File: src/rtl/wrap_predict.sv
// ----------------------------------------------------------------------------
// wrap_predict : next-count function of the wrapping up-counter (0..LIMIT, wraps to 1)
// Revision 1.0
// ----------------------------------------------------------------------------
`default_nettype none

module wrap_predict #(
  parameter int WIDTH = 10,
  parameter int LIMIT = 500
) (
  input  logic [WIDTH-1:0] cnt_in,
  input  logic             adv,
  output logic [WIDTH-1:0] nxt
);

  localparam logic [WIDTH-1:0] LIM = WIDTH'(LIMIT);

  always_comb begin
    nxt = cnt_in;
    if (adv) begin
      nxt = (cnt_in == LIM) ? WIDTH'(1) : cnt_in + WIDTH'(1);
    end
  end

endmodule

`default_nettype wire

File: config.mk
export PLATFORM = sky130hd
export DESIGN_NAME = wrap_predict
export DESIGN_NICKNAME = d
export VERILOG_FILES = /design/src/rtl/wrap_predict.sv
export SDC_FILE = /design/constraint.sdc
export NUM_CORES = 1
export LEC_CHECK = 0
export CORE_AREA = 2 2 39 41
export DETAILED_ROUTE_END_ITERATION = 10
export DIE_AREA = 0 0 41 43
export PLACE_DENSITY_LB_ADDON = 0.15
export REMOVE_ABC_BUFFERS = 1
export SYNTH_ARGS = -nofsm -noshare
export SYNTH_HDL_FRONTEND = slang
export SYNTH_SLANG_ARGS = --single-unit
export TNS_END_PERCENT = 20
File: constraint.sdc
create_clock -name vclk -period 4
set_input_delay 1 -clock vclk [all_inputs]
set_output_delay 1 -clock vclk [all_outputs]
set_load 0.05 [all_outputs]
; Word level (Yosys, flattened, before mapping)
; Cells that the tools add are included.
[word_totals]
input_bits = 11
wordCells = 4
out_inout_bits = 10
register_bits = 0
[classes]
eq_ne = 1
mux = 2
n_addsub = 1
[ops]
columns = op, n
row1 = 10-bit two-way mux, 2
row2 = 10-bit by 1-bit adder with 10-bit output (second input constant), 1
row3 = 10-bit by 9-bit equality test with 1-bit output (second input constant), 1

; Logic depth before layout (Yosys ltp)
; Gate-level depths: netlist (run 1).
[logic_depth]
word_depth = 3
ltp_mapped = 6
depth_no_buf = 5

; Worst setup path after synthesis (run 1)
; No wires, ideal clock.
[synth_timing]
path_type = in2out
from = input cnt_in[0]
to = output nxt[5]
path_buffers = 1
stages = 6
required_time_ns = 3.000
setup_slack_ns = 0.362
t_arrival_ns = 2.638
path_cell_list = inv_1 > ha_1 > and4bb_2 > and4_2 > buf_2 > o221ai_1
[synth_between]
elab_chain_len = 3
elab_cells_between_ends = 4
classes_between = 1 x add/sub / 1 x eq/ne / 2 x mux
[synth_lines]
columns = element, line_no
row1 = start: declaration, 11  ; input logic [WIDTH-1:0] cnt_in,
row2 = 10-bit by 1-bit adder with 10-bit output or 10-bit by 9-bit equality test with 1-bit output (tied branches), 21  ; nxt = (cnt_in == LIM) ? WIDTH'(1) : cnt_in + WIDTH'(1);
row3 = 10-bit two-way mux (*), 21
row4 = 10-bit two-way mux (*), 20  ; if (adv) begin
row5 = end: declaration, 13  ; output logic [WIDTH-1:0] nxt
; Mark *: on every way between the ends. The rest lies on a longest branch, timed or not.

; Final worst setup path (run 1)
; Same ends and word-level chain as after synthesis.

==> results of run 1 <==
cells in the mapped netlist, drive strengths merged:
cell	instances
a31o	1
nor4	1
ha	2
nand4	2
xnor2	1
inv	5
or3	2
or4	2
and4bb	1
or2	1
o22ai	1
o221ai	1
a31oi	2
buf	3
o31ai	2
xor2	1
nand2	5
nor2	3
and4	2
nand3	3
a21oi	4
o21ai	3
and3	1
per-layer routing:
layer  track usage  vias up  share of wire
li1              -      224              -
met5             0        -              0
met1        0.1614      188           0.47
met3      0.005236        0          0.053
met4             0        0              0
met2        0.1719       10           0.48
power groups by stage:
| stage | Clock (uW) | Combinational, uW | Sequential, uW |
|---|---|---|---|
| after global routing | 0 | 94.5 | 0 |
| after floorplan | 0 | 38.9 | 0 |
| after CTS | 0 | 90.6 | 0 |
| final | 0 | 89.8 | 0 |
| after global placement | 0 | 90.3 | 0 |
| after detailed placement | 0 | 90.3 | 0 |
worst max-delay path by stage:
stage,startpoint,to,cells past startpoint
2_1_floorplan,cnt_in[0],nxt[5],5
3_3_place_gp,cnt_in[0],nxt[5],7
3_5_place_dp,cnt_in[0],nxt[5],7
4_1_cts,cnt_in[0],nxt[5],7
5_1_grt,cnt_in[0],nxt[5],7
6_report,cnt_in[0],nxt[5],7
final cells by class:
cell class / count / area (um2) / area share
timing repair buffer: 22 / 317.8 / 0.4951
multi-input combinational: 41 / 285.3 / 0.4444
inverter: 5 / 18.77 / 0.02924
tap: 16 / 20.02 / 0.03119
kinds of logic after synthesis:
family	count (synthesis)	synth area share
AOI/OAI and AO/OA	14	0.2717
buffers and inverters	8	0.1396
and+or+nand+nor	23	0.4604
xor gates and xnor gates	2	0.05284
adders and majority gates	2	0.07546
per-stage QoR:
stage / power (uW) / area, um2 / instances
finish: 89.84 / 641.9 / 84
global route: 94.54 / 641.9 / 84
CTS: 90.63 / 641.9 / 84
detailed placement: 90.29 / 641.9 / 84
global placement: 90.32 / 641.9 / 84
floorplan: 38.86 / 304.0 / 46
==> results.py, run 1 <==
metrics = {
    "status": {
        "status": "finished clean",
    },
    "floorplanning": {
        "die_w_um": 41,
        "start_util": 0.2396,
        "io_pins": 21,
        "fp.dieArea_mm2": 0.001763,
        "dieHeight_um": 43,
        "placeableCoreArea_mm2": 0.001384,
        "num_rows": 14,
    },
    "power": {
        "power_leakage_uw": 0.0002654,
        "pwr-share-comb": 1.000,
        "peakVddDrop_mv": 0.05442,
        "sw_frac_of_total": 0.5255,
        "p_seq_frac": 0,
        "power_density_mw_per_mm2": 140.0,
        "pwr-share-clk": 0,
        "p_int_uw": 42.63,
        "switchingPower_uw": 47.22,
    },
    "worst_setup_path": {
        "path_cells": "clkdlybuf4s50_1 > inv_1 > ha_1 > and4bb_2 > and4_2 > o221ai_1 > buf_12",
        "crit_slowest_cell": "clkdlybuf4s50_1",
        "cp-end-kind": "output pin",
        "cp.required_ns": 3.00,
        "crit_path_max_incr_delay_ns": 0.56,
        "arrival_ns": 2.82,
        "worstSetupPathType": "in2out",
        "crit_buf_inv": 3,
        "start_kind": "input pin",
        "path_delay_family": "buffers and inverters",
        "critical_path.max_fanout": 6,
    },
    "layout": {
        "drive_gt1_frac": 0.3088,
        "antennaDiodeCount": 0,
        "most-common-layout-cells": "11 x clkdlybuf4s50_1, 10 x buf_12, 5 x inv_1, 5 x nand2_1",
        "seq_area_um2": 0,
        "seq_cell_count": 0,
        "utilization": 0.4638,
        "nClkBuffers": 0,
        "area_growth_pct": 93.59,
        "fillers": 142,
        "finalNetCount": 83,
        "mostFrequentLayoutCell": "clkdlybuf4s50_1",
    },
    "min_path": {
        "hold_class": "in2out",
        "hold_depth": 3,
        "whs_endpoint": "nxt[9]",
        "hold_start": "cnt_in[9]",
    },
    "synthesis": {
        "yosysWarningCount": 0,
        "yosysTopAreaCell": "ha_1",
        "yosysUniqueCellTypes": 30,
        "syn_area_um2": 331.6,
        "synthCells": 49,
        "syn_area_per_cell_um2": 6.767,
        "synth.area.top_cells": "ha_1 7.5%, buf_6 6.8%, and4_2 6.0%",
        "netlist.area_leader.share": 0.07547,
        "ys_seq_area_frac": 0,
    },
    "timing": {
        "max_freq_mhz": 261.8,
        "worstMarginPinSlew_ns": 0.2879,
        "timing.hold.ws_ns": 2.757,
        "slew_headroom": 0.8063,
        "setup_viol": 0,
        "fin_ws_ns": 0.1800,
        "period_needed_ns": 3.820,
        "rsz0062_at_grt": "false",
        "slew_violations": 0,
        "finalSetupTns_ns": 0,
        "post-route-period-util": 0.9550,
        "hold_viol": 0,
    },
    "clocking": {
        "cts_hold_buf": 0,
        "cts_resized": 0,
        "cts_setup_buffers": 0,
    },
    "global_route": {
        "grt.total_usage": 0.1069,
        "grt_max_degree": 10,
        "grt_pass1_wl_um": 1449,
        "grt_overflow": 0,
        "first_global_vias": 358,
        "antenna_found_initial": 0,
    },
    "job": {
        "maxCapViolCount": 0,
    },
    "placement": {
        "gp_congestion": 0.6842,
        "pre_cts_slack_ns": 0.1693,
        "hpwl_um": 765.5,
        "port_buffers": 21,
    },
    "detailed_routing": {
        "first_pass_iters": 4,
        "ant_nets": 0,
        "vias_per_cell": 5.024,
        "vias": 422,
        "routedWlPerCell_um": 10.77,
        "drt-initial-drc-count": 8,
        "drt_wl_total_um": 905,
        "post-route-drc-count": 0,
    },
}
No activity file was read; power rests on OpenSTA's default activity.
==> run 2: changes to the inputs <==
- GPL_TIMING_DRIVEN: default -> 0
- clock period: 4 -> 4.2 ns (I/O delays scaled with it)
==> results.py, run 2 (synthesized netlist as in run 1, its figures left out) <==
metrics = {
    "detailed_routing": {
        "drt_wl_total_um": 879,
        "wl_met2_um": 415,
        "first_pass_iters": 4,
        "ant_nets": 0,
        "post-route-drc-count": 0,
        "met1_length_um": 413,
        "routedWlPerCell_um": 10.59,
        "met3_length_um": 50,
        "vias": 426,
        "drt-initial-drc-count": 6,
        "vias_per_cell": 5.133,
        "top_layer": "met3",
    },
    "power": {
        "pwr-share-comb": 1.000,
        "p_seq_frac": 0,
        "power_density_mw_per_mm2": 122.9,
        "peakVddDrop_mv": 0.03795,
        "pwr-share-clk": 0,
        "power_leakage_uw": 0.0002189,
        "p_int_uw": 21.72,
        "sw_frac_of_total": 0.6528,
        "switchingPower_uw": 40.85,
    },
    "timing": {
        "timing.hold.ws_ns": 2.934,
        "slew_violations": 0,
        "period_needed_ns": 4.104,
        "finalSetupTns_ns": 0,
        "max_freq_mhz": 243.7,
        "fin_ws_ns": 0.09649,
        "setup_viol": 0,
        "post-route-period-util": 0.9770,
        "worstMarginPinSlew_ns": 0.4969,
        "slew_headroom": 0.6682,
        "hold_viol": 0,
        "rsz0062_at_grt": "true",
    },
    "worst_setup_path": {
        "crit_buf_inv": 3,
        "cp.required_ns": 3.15,
        "cp-end-kind": "output pin",
        "path_delay_family": "buffers and inverters",
        "crit_path_max_incr_delay_ns": 0.57,
        "crit_slowest_cell": "clkdlybuf4s50_1",
        "start_kind": "input pin",
        "path_cells": "clkdlybuf4s50_1 > inv_1 > ha_1 > and4bb_2 > and4_2 > o21ai_1 > clkdlybuf4s15_1",
        "arrival_ns": 3.05,
        "worstSetupPathType": "in2out",
        "critical_path.max_fanout": 6,
    },
    "floorplanning": {
        "start_util": 0.2396,
        "die_w_um": 41,
        "dieHeight_um": 43,
        "io_pins": 21,
        "num_rows": 14,
        "placeableCoreArea_mm2": 0.001384,
        "fp.dieArea_mm2": 0.001763,
    },
    "placement": {
        "gp_congestion": 0.7157,
        "hpwl_um": 713,
        "pre_cts_slack_ns": -0.2724,
        "place_inst": 83,
        "port_buffers": 21,
    },
    "global_route": {
        "grt_overflow": 0,
        "first_global_vias": 313,
        "grt_pass1_wl_um": 1386,
        "antenna_found_initial": 0,
        "grt.total_usage": 0.1059,
        "grt_max_degree": 11,
    },
    "min_path": {
        "hold_class": "in2out",
    },
    "layout": {
        "mostFrequentLayoutCell": "clkdlybuf4s50_1",
        "drive_gt1_frac": 0.2239,
        "area_growth_pct": 53.58,
        "finalNetCount": 82,
        "fillers": 165,
        "seq_cell_count": 0,
        "layoutNonFillerInstCount": 83,
        "antennaDiodeCount": 0,
        "seq_area_um2": 0,
        "nClkBuffers": 0,
        "most-common-layout-cells": "11 x clkdlybuf4s50_1, 5 x inv_1, 5 x nand2_1, 5 x clkbuf_2",
        "utilization": 0.3680,
    },
    "status": {
        "status": "finished clean",
    },
    "job": {
        "maxCapViolCount": 0,
    },
    "clocking": {
        "cts_hold_buf": 0,
    },
}
## run 2: area by class of cell
| type | count | area (um2) | share of cell area |
|---|---|---|---|
| timing repair buffer | 21 | 185.2 | 0.3636 |
| tap | 16 | 20.02 | 0.03931 |
| multi-input combinational | 41 | 285.3 | 0.5602 |
| inverter | 5 | 18.77 | 0.03686 |
## run 2: path summary, 6_finish.rpt
check,cells past startpoint,startpoint,slack (ns),to
worst max-delay path,7,cnt_in[0],0.1,nxt[4]
worst min-delay path,4,cnt_in[8],2.93,nxt[8]
## run 2: what timing repair did
action | in CTS | in global routing
buffers inserted | 0 | 0
hold endpoints to repair | 0 | 0
resized for setup | 9 | 13
endpoints found under the setup margin | 9 | 8
cloned | 0 | 0
## run 2: through the flow
stage,power [uW],instance area [um2]
floorplan,37.01,304.0
global placement,67.55,534.3
detailed placement,67.57,534.3
CTS,63.50,523.0
global route,67.39,509.2
finish,62.57,509.2
## run 2: power by group through the flow
stage | clock network, uW | logic, uW | registers [uW]
after CTS | 0 | 63.5 | 0
after floorplan | 0 | 37.0 | 0
after detailed placement | 0 | 67.6 | 0
after global routing | 0 | 67.4 | 0
after global placement | 0 | 67.6 | 0
final | 0 | 62.6 | 0
## run 2: per-layer routing
metal | vias up | track usage
li1 | 225 | -
met1 | 189 | 0.1646
met2 | 12 | 0.1688
met3 | 0 | 0
met4 | 0 | 0
met5 | - | 0
==> run 3: changes to the inputs <==
==> constraint.sdc (replaced) <==
create_clock -name vclk -period 4.2
set_input_delay 0.63 -clock vclk [all_inputs]
set_output_delay 0.63 -clock vclk [all_outputs]
set_load 0.05 [all_outputs]
==> results.py, run 3 (synthesized netlist as in run 1, its figures left out) <==
metrics = {
    "global_route": {
        "grt_max_degree": 11,
        "first_global_vias": 313,
        "grt_overflow": 0,
        "grt.total_usage": 0.1059,
        "antenna_found_initial": 0,
        "grt_pass1_wl_um": 1386,
    },
    "floorplanning": {
        "start_util": 0.2396,
        "fp.dieArea_mm2": 0.001763,
        "placeableCoreArea_mm2": 0.001384,
        "dieHeight_um": 43,
        "io_pins": 21,
        "num_rows": 14,
        "die_w_um": 41,
    },
    "timing": {
        "worstMarginPinSlew_ns": 0.4968,
        "max_freq_mhz": 276.2,
        "slew_violations": 0,
        "post-route-period-util": 0.8620,
        "period_needed_ns": 3.620,
        "setup_viol": 0,
        "hold_viol": 0,
        "rsz0062_at_grt": "false",
        "slew_headroom": 0.6677,
        "finalSetupTns_ns": 0,
    },
    "power": {
        "switchingPower_uw": 40.88,
        "pwr-share-comb": 1.000,
        "peakVddDrop_mv": 0.03966,
        "pwr-share-clk": 0,
        "p_seq_frac": 0,
        "sw_frac_of_total": 0.6073,
        "power_density_mw_per_mm2": 126.0,
        "p_int_uw": 26.43,
        "power_leakage_uw": 0.0002056,
    },
    "clocking": {
        "cts_hold_buf": 0,
        "cts_setup_buffers": 0,
        "cts_resized": 0,
    },
    "worst_setup_path": {
        "crit_buf_inv": 3,
        "path_delay_family": "buffers and inverters",
        "crit_slowest_cell": "clkdlybuf4s50_1",
        "path_cells": "clkdlybuf4s50_1 > inv_1 > ha_1 > and4bb_2 > and4_2 > o221ai_1 > clkdlybuf4s50_1",
        "start_kind": "input pin",
        "critical_path.max_fanout": 6,
        "arrival_ns": 2.99,
        "cp_common_cell": "clkdlybuf4s50_1",
        "worstSetupPathType": "in2out",
        "cp.required_ns": 3.57,
        "cp-end-kind": "output pin",
        "crit_path_max_incr_delay_ns": 0.83,
    },
    "layout": {
        "antennaDiodeCount": 0,
        "seq_area_um2": 0,
        "design_area_um2": 534.3,
        "multi_input_area_um2": 285.3,
        "area_growth_pct": 61.13,
        "nClkBuffers": 0,
        "fillers": 159,
        "finalNetCount": 82,
        "seq_cell_count": 0,
        "drive_gt1_frac": 0.1493,
        "mostFrequentLayoutCell": "clkdlybuf4s50_1",
        "most-common-layout-cells": "21 x clkdlybuf4s50_1, 5 x inv_1, 5 x nand2_1, 3 x a21oi_1, 3 x nor2_1",
    },
    "min_path": {
        "hold_class": "in2out",
    },
    "detailed_routing": {
        "first_pass_iters": 4,
        "post-route-drc-count": 0,
        "vias_per_cell": 5.133,
        "drt_wl_total_um": 870,
        "ant_nets": 0,
        "vias": 426,
        "drt-initial-drc-count": 6,
        "routedWlPerCell_um": 10.48,
    },
    "job": {
        "maxCapViolCount": 0,
    },
    "placement": {
        "place_area_um2": 534.3,
        "hpwl_um": 713,
        "port_buffers": 21,
        "gp_congestion": 0.7157,
    },
    "status": {
        "status": "finished clean",
    },
}
run 3: cell count changes in the layout (fill, tap and decap cells not counted), sizes merged:
cell           delta
clkdlybuf4s50    +10
clkbuf            -5
clkdlybuf4s15     -2
dlygate4sd2       -2
dlymetal6s2s      -1
run 3: cell type report:
type                            instances  area share
Multi-Input combinational cell         41      0.5340
Inverter                                5     0.03513
Tap cell                               16     0.03747
Timing Repair Buffer                   21      0.3934
run 3: routing by layer:
metal | GRT usage | part of all wire | wire (um)
met5 | 0 | 0 | 0
met4 | 0 | 0 | 0
met3 | 0 | 0.055 | 48
met2 | 0.1688 | 0.48 | 415
met1 | 0.1646 | 0.47 | 406
run 3: power by group through the flow:
stage          registers (uW)  logic, uW  clock network, uW
2_1_floorplan               0       37.0                  0
3_3_place_gp                0       67.6                  0
3_5_place_dp                0       67.6                  0
4_1_cts                     0       67.8                  0
5_1_grt                     0       72.2                  0
6_report                    0       67.3                  0
run 3: worst paths after layout:
kind / slack, ns / depth (start not counted) / endpoint / startpoint
max: 0.58 / 7 / nxt[5] / cnt_in[0]
min: 2.51 / 3 / nxt[9] / cnt_in[9]
run 3: through the flow:
stage          total power [uW]  cells  setup WS, ns  hold slack (ns)    util
2_1_floorplan             37.01     46         1.387            1.483       -
5_1_grt                   72.19     83        0.4514            2.557  0.3861
3_5_place_dp              67.57     83        0.5676            2.522  0.3861
3_3_place_gp              67.55     83        0.5493            2.519  0.3861
4_1_cts                   67.82     83        0.5552            2.522  0.3861
6_report                  67.31     83        0.5796            2.510  0.3861
